===== src/rtl/uart_pkg.sv =====
// Shared UART definitions: receiver state encoding, legal oversampling ratios and parity selectors.
package uart_pkg;

   typedef logic [2:0] rx_state_t;

   localparam rx_state_t ST_IDLE   = 3'd0;
   localparam rx_state_t ST_START  = 3'd1;
   localparam rx_state_t ST_DATA   = 3'd2;
   localparam rx_state_t ST_PARITY = 3'd3;
   localparam rx_state_t ST_STOP   = 3'd4;

   localparam logic [5:0] PRESCALE_8  = 6'd8;
   localparam logic [5:0] PRESCALE_16 = 6'd16;
   localparam logic [5:0] PRESCALE_32 = 6'd32;

   localparam logic PARITY_EVEN = 1'b0;
   localparam logic PARITY_ODD  = 1'b1;

   // Anything other than 16 or 32 falls back to the slowest-safe ratio of 8.
   function automatic logic [5:0] legal_prescale(input logic [5:0] p);
      logic [5:0] r;
      r = PRESCALE_8;
      if (p == PRESCALE_16) r = PRESCALE_16;
      if (p == PRESCALE_32) r = PRESCALE_32;
      return r;
   endfunction

endpackage


===== src/rtl/uart_rx_sampler.sv =====
// Per-bit edge counter with 3-sample majority vote; strobes the decided bit and the end of each bit period.
module uart_rx_sampler
   import uart_pkg::*;
(
   input  logic       clk,
   input  logic       rst,
   input  logic       run,
   input  logic       line,
   input  logic [5:0] prescale,
   output logic       bit_val,
   output logic       decide,
   output logic       bit_end
);

   logic [5:0] edge_cnt;
   logic [1:0] hist;
   logic [5:0] half;
   logic [5:0] last_edge;

   assign half      = {1'b0, prescale[5:1]};
   assign last_edge = prescale - 6'd1;

   always_ff @(posedge clk or posedge rst) begin
      if (rst) begin
         edge_cnt <= '0;
         hist     <= 2'b11;
      end else begin
         hist <= {hist[0], line};
         if (!run || bit_end)
            edge_cnt <= '0;
         else
            edge_cnt <= edge_cnt + 6'd1;
      end
   end

   // Decision registers at the edge entering count P/2+1, voting on the
   // line as seen over the three preceding cycles.
   assign decide  = run && (edge_cnt == half);
   assign bit_end = run && (edge_cnt == last_edge);
   assign bit_val = (hist[1] & hist[0]) | (hist[1] & line) | (hist[0] & line);

endmodule


===== src/rtl/uart_rx_top.sv =====
// Oversampling UART receiver: start/data/parity/stop framing, parity and stop checks,
// parallel word out with a one-cycle valid pulse.
module uart_rx_top
   import uart_pkg::*;
#(
   parameter int RX_Data_Width = 8
) (
   input  logic                     RX_CLK,
   input  logic                     RX_RST,
   input  logic                     RX_IN,
   input  logic [5:0]               RX_Prescale,
   input  logic                     RX_Parity_Enable,
   input  logic                     RX_Parity_Type,
   output logic [RX_Data_Width-1:0] RX_P_Data,
   output logic                     RX_Data_Valid,
   output logic                     RX_Parity_Error,
   output logic                     RX_Stop_Error
);

   localparam int BW = (RX_Data_Width > 1) ? $clog2(RX_Data_Width) : 1;
   localparam logic [BW-1:0] LAST_BIT = BW'(RX_Data_Width - 1);

   rx_state_t               state;
   logic [5:0]              cfg_prescale;
   logic                    cfg_pe;
   logic                    cfg_ptype;
   logic [BW-1:0]           bit_cnt;
   logic [RX_Data_Width-1:0] shreg;
   logic                    frame_bad;
   logic                    run;
   logic                    bit_val;
   logic                    decide;
   logic                    bit_end;
   logic                    exp_parity;

   assign run        = (state != ST_IDLE);
   assign exp_parity = (^shreg) ^ (cfg_ptype == PARITY_ODD);

   uart_rx_sampler u_sampler (
      .clk      (RX_CLK),
      .rst      (RX_RST),
      .run      (run),
      .line     (RX_IN),
      .prescale (cfg_prescale),
      .bit_val  (bit_val),
      .decide   (decide),
      .bit_end  (bit_end)
   );

   always_ff @(posedge RX_CLK or posedge RX_RST) begin
      if (RX_RST) begin
         state           <= ST_IDLE;
         cfg_prescale    <= PRESCALE_8;
         cfg_pe          <= 1'b0;
         cfg_ptype       <= PARITY_EVEN;
         bit_cnt         <= '0;
         shreg           <= '0;
         frame_bad       <= 1'b0;
         RX_P_Data       <= '0;
         RX_Data_Valid   <= 1'b0;
         RX_Parity_Error <= 1'b0;
         RX_Stop_Error   <= 1'b0;
      end else begin
         RX_Data_Valid   <= 1'b0;
         RX_Parity_Error <= 1'b0;
         RX_Stop_Error   <= 1'b0;
         case (state)
            ST_IDLE: begin
               if (!RX_IN) begin
                  state        <= ST_START;
                  cfg_prescale <= legal_prescale(RX_Prescale);
                  cfg_pe       <= RX_Parity_Enable;
                  cfg_ptype    <= RX_Parity_Type;
                  bit_cnt      <= '0;
                  frame_bad    <= 1'b0;
               end
            end
            ST_START: begin
               if (decide && bit_val)
                  state <= ST_IDLE;
               else if (bit_end)
                  state <= ST_DATA;
            end
            ST_DATA: begin
               if (decide)
                  shreg <= {bit_val, shreg[RX_Data_Width-1:1]};
               if (bit_end) begin
                  if (bit_cnt == LAST_BIT) begin
                     bit_cnt <= '0;
                     state   <= cfg_pe ? ST_PARITY : ST_STOP;
                  end else begin
                     bit_cnt <= bit_cnt + 1'b1;
                  end
               end
            end
            ST_PARITY: begin
               if (decide && (bit_val != exp_parity)) begin
                  RX_Parity_Error <= 1'b1;
                  frame_bad       <= 1'b1;
               end
               if (bit_end)
                  state <= ST_STOP;
            end
            ST_STOP: begin
               // Leave at the decision point so a back-to-back start edge is not missed.
               if (decide) begin
                  state <= ST_IDLE;
                  if (!bit_val) begin
                     RX_Stop_Error <= 1'b1;
                  end else if (!frame_bad) begin
                     RX_P_Data     <= shreg;
                     RX_Data_Valid <= 1'b1;
                  end
               end
            end
            default: state <= ST_IDLE;
         endcase
      end
   end

endmodule


===== config.mk =====
export PLATFORM = sky130hd
export DESIGN_NAME = uart_rx_top
export DESIGN_NICKNAME = d
export VERILOG_FILES = /design/src/rtl/uart_pkg.sv /design/src/rtl/uart_rx_sampler.sv /design/src/rtl/uart_rx_top.sv
export SDC_FILE = /design/constraint.sdc
export NUM_CORES = 1
export LEC_CHECK = 0
export ABC_AREA = 1
export CORE_MARGIN = 2
export CORE_UTILIZATION = 35
export DETAILED_ROUTE_END_ITERATION = 12
export PLACE_DENSITY_LB_ADDON = 0.12
export SETUP_SLACK_MARGIN = 0.1
export SLEW_MARGIN = 20
export SYNTH_ARGS = -nofsm -noshare
export SYNTH_HDL_FRONTEND = slang
export SYNTH_SLANG_ARGS = --single-unit

===== constraint.sdc =====
create_clock -name RX_CLK -period 2.45 [get_ports RX_CLK]
set_input_delay 0.49 -clock RX_CLK [delete_from_list [all_inputs] [get_ports RX_CLK]]
set_output_delay 0.49 -clock RX_CLK [all_outputs]
set_load 0.01 [all_outputs]

==> flow_summary_export.csv, run 1 <==
group,metric,value,unit
flow_run,cap_violations,0,
global_route,grt_antenna_before_repair,0,
route,detail_route.iter0.violations,81,
global_route,grt.total_usage,13.9,%
outcome,result_of_the_run,"completed",
global_route,grt_pass1_vias,1568,
setup_path,timing.critical_path.max_delay_family,"simple AND/OR/NAND/NOR gates",
die,die-width,80.8,microns
setup_path,worst_path_max_fanout,6,
yosys,synth-seq-area-share,47.5,%
yosys,synth.yosys.warnings,0,
setup_path,timing.critical_path.to_type,"flop",
power,vdd_drop_max,0.000432,V
die,die-area,6530,sq um
finish,drive_gt1_share,12.2,%
clocking,number_of_clock_sinks,39,
yosys,netlist_instances,265,
sta,postLayoutSetupSlackWorst,0.464,ns
finish,total_area_of_multi_input_combinational_cells,926,sq um
clocking,cts_buffer_depth,2,
finish,post-route-cell-area,2460,sq um
placement,placedInstanceArea,2370,sq um
clocking,clock_tree.root_cell,"sky130_fd_sc_hd__clkbuf_8",
hold_path,hold_class,"flop to flop",
sta,max_freq,504,MHz
route,final_antenna_net_count,0,
route,wl_per_cell,10.7,microns
yosys,syn_nets,281,
clocking,cts_buffers,5,
sta,finalMaxSlewViolations,0,
sta,fin_worst_skew,0.00533,ns
yosys,syn-mean-instance-area,7.79,sq um
global_route,gr-total-overflow,0,
sta,finalCritPeriodShare,81.0,%
sta,tightestPinTransition,0.568,ns
sta,post-route-min-period,1.99,ns
power,p_leak,1.22,nW
route,vias,1635,
setup_path,slowest_library_cell_on_the_worst_path,"sky130_fd_sc_hd__dfstp_2",
clocking,cts_hold_repair.buffers,0,
sta,slew-limit-headroom,61.8,%
route,routed_via_density,4.47,
placement,pre_cts_slack,0.251,ns
sta,finalSetupViolCount,0,
die,dieHeight,80.8,microns
finish,final_core_utilization,43.8,%
setup_path,critical_path_required,2.62,ns
finish,final_nets,310,
setup_path,worstPathCellList,"inv_1, ha_1, or2_2, nand2_1, nand2_1, nand2_1, nand2_1, nand2_1, nand4_1, nand2_1, o21ai_0",
placement,dpl.hpwl,2940,microns
die,design.portCount,22,
route,drtPass1Iterations,4,
clocking,ctsHtreeMaxLevel,2,
clocking,post_cts.repair.setup_buffers,0,
sta,grt_setup_unrepaired,"no",
die,core_area,5610,sq um
yosys,synthDistinctLibCells,30,
yosys,synthesis.area,2060,sq um
setup_path,critPathArrivalTime,2.15,ns
placement,dp.cells,359,
finish,final_cell_count_no_fill,366,
die,starting_utilization_of_the_core_area,36.8,%
finish,num_antenna_cells,0,
clocking,clock_transition_at_the_registers_of_the_reported_paths,0.07,ns
setup_path,critPathMostFrequentCell,"sky130_fd_sc_hd__nand2_1",
placement,globalplace.congestion,0.843,
clocking,cts_tree,"yes",
setup_path,criticalPathCategory,"flop to flop",
route,postRouteWirelength,3930,microns
global_route,wire_length_of_the_first_global_routing_pass,7010,microns
sta,final.setup.tns,0,ns
clocking,clock_insertion_delay_worst_skew,0.29,ns
finish,sequential_cell_area,980,sq um
placement,place.port_buffers,21,
setup_path,timing.critical_path.from_type,"flop",
route,drt_drc_violations_left,0,
yosys,synth_seq_cells,39,
die,floorplan.rows,27,
sta,hold_viol,0,
global_route,grt_max_degree,40,
finish,layout.filler_cells,585,
clocking,cts_repair_resize_count,0,
finish,syn2layout_area_growth,19.1,%
power,power_per_cell_area,882,nW/um^2
setup_path,critical-path-max-stage-delay,0.53,ns
setup_path,bufs_and_invs_on_worst_path,1,
-- metrics by stage --
| stage | total power [mW] | hold WS [ns] |
|---|---|---|
| final | 2.17 | 0.368 |
| after global routing | 2.38 | 0.376 |
| after CTS | 2.21 | 0.371 |
| after detailed placement | 1.75 | 0.359 |
| after global placement | 1.75 | 0.357 |
| after floorplan | 1.54 | 0.354 |
-- cell families (layout without fill, tap and decap cells) --
group,count (synthesis),after routing,synth area share [%]
compound gates,30,30,9.03
simple gates,147,147,31.0
buf+inv,40,69,7.70
mux,1,1,0.545
xor+xnor,3,3,1.27
fa+ha+maj,5,5,3.03
flops,39,39,47.5
-- worst paths after layout --
path	cells past startpoint	from	endpoint	slack [ns]
setup / recovery	11	cfg_prescale[3]	bit_cnt[1]	0.46
hold / removal	0	u_sampler.hist[0]	u_sampler.hist[1]	0.37
setup reg to reg	11	cfg_prescale[3]	bit_cnt[1]	0.46
hold reg to reg	0	u_sampler.hist[0]	u_sampler.hist[1]	0.37
max in group asynchronous	3	RX_RST	cfg_prescale[3]	1.46
min in group asynchronous	3	RX_RST	RX_Parity_Error	0.63
-- state kept, by name, summed over array words and instances (netlist names) --
register / flops
RX_Data_Valid: 1
cfg_pe: 1
cfg_ptype: 1
RX_P_Data: 8
u_sampler.edge_cnt: 6
RX_Stop_Error: 1
cfg_prescale: 3
u_sampler.hist: 2
frame_bad: 1
state: 3
bit_cnt: 3
RX_Parity_Error: 1
shreg: 8
-- area by class of cell --
class,count,share of cell area (%)
clock buffers,6,3.36
repair buffers,24,9.47
clock inverters,1,0.204
multi-input cells,186,37.7
well taps,72,3.66
flip-flops and latches,39,39.8
inverters,38,5.80
-- layout by cell type, fill, tap and decap left out, drive strengths merged --
| cell | instances |
|---|---|
| nand2 | 96 |
| inv | 38 |
| dfrtp | 36 |
| nor2 | 27 |
| o21ai | 22 |
| clkdlybuf4s50 | 21 |
| nand3 | 14 |
| clkbuf | 6 |
| a21oi | 5 |
| ha | 5 |
| nand4 | 3 |
| dfstp | 3 |
| buf | 3 |
| nor3 | 3 |
| or2 | 3 |
| xor2 | 2 |
| xnor2 | 1 |
| a21boi | 1 |
| mux2 | 1 |
| o21a | 1 |
| nor3b | 1 |
| o22ai | 1 |
| clkinv | 1 |
-- cells in the mapped netlist --
cell type	n	area, sq um
sky130_fd_sc_hd__nand2_1	96	360
sky130_fd_sc_hd__dfrtp_1	36	901
sky130_fd_sc_hd__inv_1	34	128
sky130_fd_sc_hd__nor2_1	21	78.8
sky130_fd_sc_hd__o21ai_0	13	65.1
sky130_fd_sc_hd__nand3_1	12	60.1
sky130_fd_sc_hd__o21ai_2	8	70.1
sky130_fd_sc_hd__a21oi_1	5	25.0
sky130_fd_sc_hd__ha_1	5	62.6
sky130_fd_sc_hd__inv_2	4	15.0
sky130_fd_sc_hd__nor2_2	4	25.0
sky130_fd_sc_hd__dfstp_2	3	78.8
sky130_fd_sc_hd__nand4_1	3	18.8
sky130_fd_sc_hd__nor2_4	2	22.5
sky130_fd_sc_hd__nor3_1	2	10.0
sky130_fd_sc_hd__or2_0	2	12.5
sky130_fd_sc_hd__xor2_1	2	17.5
sky130_fd_sc_hd__a21boi_1	1	7.51
sky130_fd_sc_hd__buf_2	1	5.00
sky130_fd_sc_hd__buf_6	1	11.3
sky130_fd_sc_hd__mux2_2	1	11.3
sky130_fd_sc_hd__nand3_2	1	10.0
sky130_fd_sc_hd__nand3_4	1	17.5
sky130_fd_sc_hd__nor3_2	1	10.0
sky130_fd_sc_hd__nor3b_1	1	7.51
sky130_fd_sc_hd__o21a_1	1	7.51
sky130_fd_sc_hd__o21ai_1	1	5.00
sky130_fd_sc_hd__o22ai_1	1	6.26
sky130_fd_sc_hd__or2_2	1	6.26
sky130_fd_sc_hd__xnor2_1	1	8.76
-- report_power, final --
group          internal (mW)  total [mW]  switching (mW)
Clock                  0.221       0.434           0.213
Combinational          0.317       0.845           0.528
Sequential             0.773       0.888           0.115
Total                   1.31        2.17           0.856
-- layer usage --
metal  GRT usage (%)  share of wire [%]  up-vias
met3            3.00                3.3        8
met5               0                  0        -
met4            5.59                1.8        0
met2            21.4                 42       26
met1            19.1                 53      716
li1                -                  -      885
-- worst reg2reg max path: stages, from the launching register on --
cell,delay [ns]
sky130_fd_sc_hd__dfstp_2,0.53
sky130_fd_sc_hd__inv_1,0.08
sky130_fd_sc_hd__ha_1,0.22
sky130_fd_sc_hd__or2_2,0.28
sky130_fd_sc_hd__nand2_1,0.06
sky130_fd_sc_hd__nand2_1,0.04
sky130_fd_sc_hd__nand2_1,0.07
sky130_fd_sc_hd__nand2_1,0.08
sky130_fd_sc_hd__nand2_1,0.09
sky130_fd_sc_hd__nand4_1,0.22
sky130_fd_sc_hd__nand2_1,0.11
sky130_fd_sc_hd__o21ai_0,0.08
Power figures use the tool's default switching activity.
==> run 2: changes to the inputs <==
==> constraint.sdc (replaced) <==
create_clock -name RX_CLK -period 1.8 [get_ports RX_CLK]
set_input_delay 0.36 -clock RX_CLK [delete_from_list [all_inputs] [get_ports RX_CLK]]
set_output_delay 0.36 -clock RX_CLK [all_outputs]
set_load 0.01 [all_outputs]
==> run 2 against run 1 <==
  * The run now ends with setup timing left
  * Clock skew increased by 0.0036 ns
  * Sequential share of layout area decreased by 4.9 points
  * Cell count increased by 4.4%
  * Core utilization increased by 6.2 points
  * Sequential power increased by 39%
  * Count of clock-buffer cells in the layout unchanged
  * Wire length increased by 13%
  * Global-route usage increased by 0.94 points
  * Via count increased by 7.8%
  * First-iteration DRC count decreased by 17%
  * Non-clock buffer count increased by 13
  * Combinational power increased by 85%
  * Critical path type unchanged
  * Critical endpoint is now state[1]
  * Largest power group is now combinational cells
==> flow_summary_export.csv, run 2 (synthesis results as in run 1) <==
group,metric,value,unit
outcome,result_of_the_run,"complete, but fails checks",
outcome,violations,"setup timing",
finish,leading_cell_type_in_the_layout_fill_and_taps_excluded,"sky130_fd_sc_hd__nand2_1",
placement,dp.cells,367,
die,starting_utilization_of_the_core_area,36.8,%
clocking,cts_tree,"yes",
sta,finalCritPeriodShare,105,%
global_route,grt.total_usage,14.8,%
setup_path,r2r_start,"cfg_prescale[3]",
route,drtPass1Iterations,4,
flow_run,cap_violations,0,
sta,slew-limit-headroom,79.7,%
route,vias,1762,
setup_path,timing.critical_path.to_type,"flop",
hold_path,hold_depth,0,
setup_path,r2r_end,"state[1]",
global_route,gr-total-overflow,0,
die,floorplan.rows,27,
sta,post-route-min-period,1.88,ns
sta,max_freq,531,MHz
clocking,number_of_clock_sinks,39,
route,met3_wirelength,151,microns
setup_path,rrSetupSlack,-0.08,ns
sta,grt_setup_unrepaired,"yes",
finish,drive_gt1_share,28.7,%
sta,finalMaxSlewViolations,0,
clocking,ctsHtreeMaxLevel,2,
route,detail_route.wirelength.met1,2170,microns
global_route,grt_pass1_vias,1568,
setup_path,r2r.worst_path.cells,14,
power,seq_power_share,34.7,%
finish,reg_top3,"RX_P_Data x8, shreg x8, u_sampler.edge_cnt x6",
clocking,clock_insertion_delay_worst_skew,0.29,ns
power,vdd_drop_max,0.000714,V
setup_path,criticalPathCategory,"flop to flop",
die,die-area,6530,sq um
power,power.switching,1.40,mW
die,design.portCount,22,
power,share_comb_of_total_power,43.8,%
power,power_per_cell_area,1270,nW/um^2
hold_path,hold_class,"flop to flop",
route,top_signal_layer_used,"met4",
clocking,cts_buffers,5,
finish,layout_common_cells,"sky130_fd_sc_hd__nand2_1, sky130_fd_sc_hd__dfrtp_1, sky130_fd_sc_hd__inv_1",
setup_path,critical_path_required,1.98,ns
route,final_antenna_net_count,0,
placement,dpl.hpwl,2970,microns
finish,layout.filler_cells,550,
sta,hold_viol,0,
power,p_leak,1.35,nW
finish,final_core_utilization,50.0,%
route,detail_route.iter0.violations,67,
setup_path,worst_path_max_fanout,4,
finish,syn2layout_area_growth,35.9,%
die,dieHeight,80.8,microns
global_route,wire_length_of_the_first_global_routing_pass,7330,microns
finish,final_nets,325,
route,routed_via_density,4.61,
setup_path,critPathArrivalTime,2.07,ns
route,met2_wirelength,2080,microns
hold_path,hold_start,"u_sampler.hist[0]",
clocking,clock_tree.root_cell,"sky130_fd_sc_hd__clkbuf_8",
finish,num_antenna_cells,0,
clocking,clock_transition_at_the_registers_of_the_reported_paths,0.08,ns
sta,fin_worst_skew,0.00891,ns
power,sw_frac_of_total,39.4,%
power,clk_pwr_share,21.6,%
sta,hold_slack,0.368,ns
hold_path,sink_of_the_worst_hold_path,"u_sampler.hist[1]",
sta,postLayoutSetupSlackWorst,-0.0815,ns
placement,place.port_buffers,21,
power,cellInternalPower,2.15,mW
sta,finalSetupViolCount,6,
global_route,grt_antenna_before_repair,0,
die,die-width,80.8,microns
placement,globalplace.congestion,0.849,
finish,final_cell_count_no_fill,382,
global_route,grt_max_degree,40,
route,drt_drc_violations_left,0,
clocking,cts_buffer_depth,2,
die,core_area,5610,sq um
sta,tightestPinTransition,0.302,ns
route,wl_per_cell,11.7,microns
setup_path,timing.critical_path.from_type,"flop",
route,postRouteWirelength,4460,microns
-- run 2: cell count changes in the layout (fill, tap and decap cells not counted), moves of 2 or more --
cell,delta
sky130_fd_sc_hd__nor2_1,-2
sky130_fd_sc_hd__nand2_4,+4
sky130_fd_sc_hd__inv_1,-2
sky130_fd_sc_hd__nand2_1,-22
sky130_fd_sc_hd__buf_4,+10
sky130_fd_sc_hd__o21ai_1,+3
sky130_fd_sc_hd__o21ai_0,-8
sky130_fd_sc_hd__nand2_2,+18
sky130_fd_sc_hd__nor2_4,+2
sky130_fd_sc_hd__o21ai_2,+5
sky130_fd_sc_hd__nand3_4,+3
sky130_fd_sc_hd__buf_12,+2
-- run 2: per-layer routing --
layer  GRT usage, %  vias up
met4           5.08        0
met1           20.4      822
met2           22.1       22
met5              0        -
li1               -      914
met3           4.67        4
-- run 2: power groups by stage --
| stage | registers (mW) | logic [mW] | clock network (mW) |
|---|---|---|---|
| 2_1_floorplan | 1.20 | 0.907 | 0 |
| 5_1_grt | 1.26 | 1.77 | 0.827 |
| 6_report | 1.23 | 1.56 | 0.767 |
| 4_1_cts | 1.21 | 1.31 | 0.791 |
| 3_3_place_gp | 1.23 | 1.22 | 0 |
| 3_5_place_dp | 1.23 | 1.23 | 0 |
-- run 2: worst max path at each step --
stage	start	endpoint	slack, ns	depth (start not counted)
after floorplan	cfg_prescale[3]	state[1]	0.11	13
after global placement	RX_IN	RX_P_Data[4]	-0.18	8
after detailed placement	RX_IN	RX_P_Data[6]	-0.20	8
after CTS	cfg_prescale[3]	bit_cnt[2]	-0.05	11
after global routing	cfg_prescale[3]	bit_cnt[0]	-0.19	11
final	cfg_prescale[3]	state[1]	-0.08	14
-- run 2: critical path, stage by stage (launching register included) --
cell and delay [ns]:
sky130_fd_sc_hd__dfstp_2 0.56, sky130_fd_sc_hd__inv_4 0.05, sky130_fd_sc_hd__ha_4 0.15, sky130_fd_sc_hd__or2_4 0.23, sky130_fd_sc_hd__nand2_2 0.07, sky130_fd_sc_hd__nand2_2 0.05
sky130_fd_sc_hd__nand2_2 0.07, sky130_fd_sc_hd__nand2_2 0.07, sky130_fd_sc_hd__nand2_2 0.07, sky130_fd_sc_hd__buf_4 0.11, sky130_fd_sc_hd__nand2_2 0.05, sky130_fd_sc_hd__nor2_4 0.14
sky130_fd_sc_hd__nand2_1 0.06, sky130_fd_sc_hd__nand2_1 0.05, sky130_fd_sc_hd__nand2_1 0.04
-- run 2: final cells by class --
type                    instances  area, sq um  area share [%]
repair buffers                 37          359            12.8
clock inverters                 2         35.0            1.25
inverters                      38          145            5.17
well taps                      72         90.1            3.21
clock buffers                   6         82.6            2.94
flip-flops and latches         39          980            34.9
multi-input cells             188         1110            39.7
-- run 2: per-stage QoR --
stage          power, mW  instance area, sq um  setup WS [ns]  setup TNS [ns]
2_1_floorplan       2.11                  2070          0.114               0
3_3_place_gp        2.44                  2450         -0.184           -1.85
3_5_place_dp        2.46                  2450         -0.202           -1.99
4_1_cts             3.31                  2650        -0.0502          -0.116
5_1_grt             3.85                  2810         -0.188           -1.47
6_report            3.55                  2810        -0.0815          -0.234
-- run 2: timing repair --
| item | 4_1_cts | 5_1_grt |
|---|---|---|
| endpoints found under the setup margin | 15 | 29 |
| hold endpoints to repair | 0 | 0 |
| hold buffers | 0 | 0 |
| resized for setup | 16 | 39 |
| buffers inserted | 1 | 4 |
| cloned | 2 | 0 |
| pin swaps | 12 | 22 |
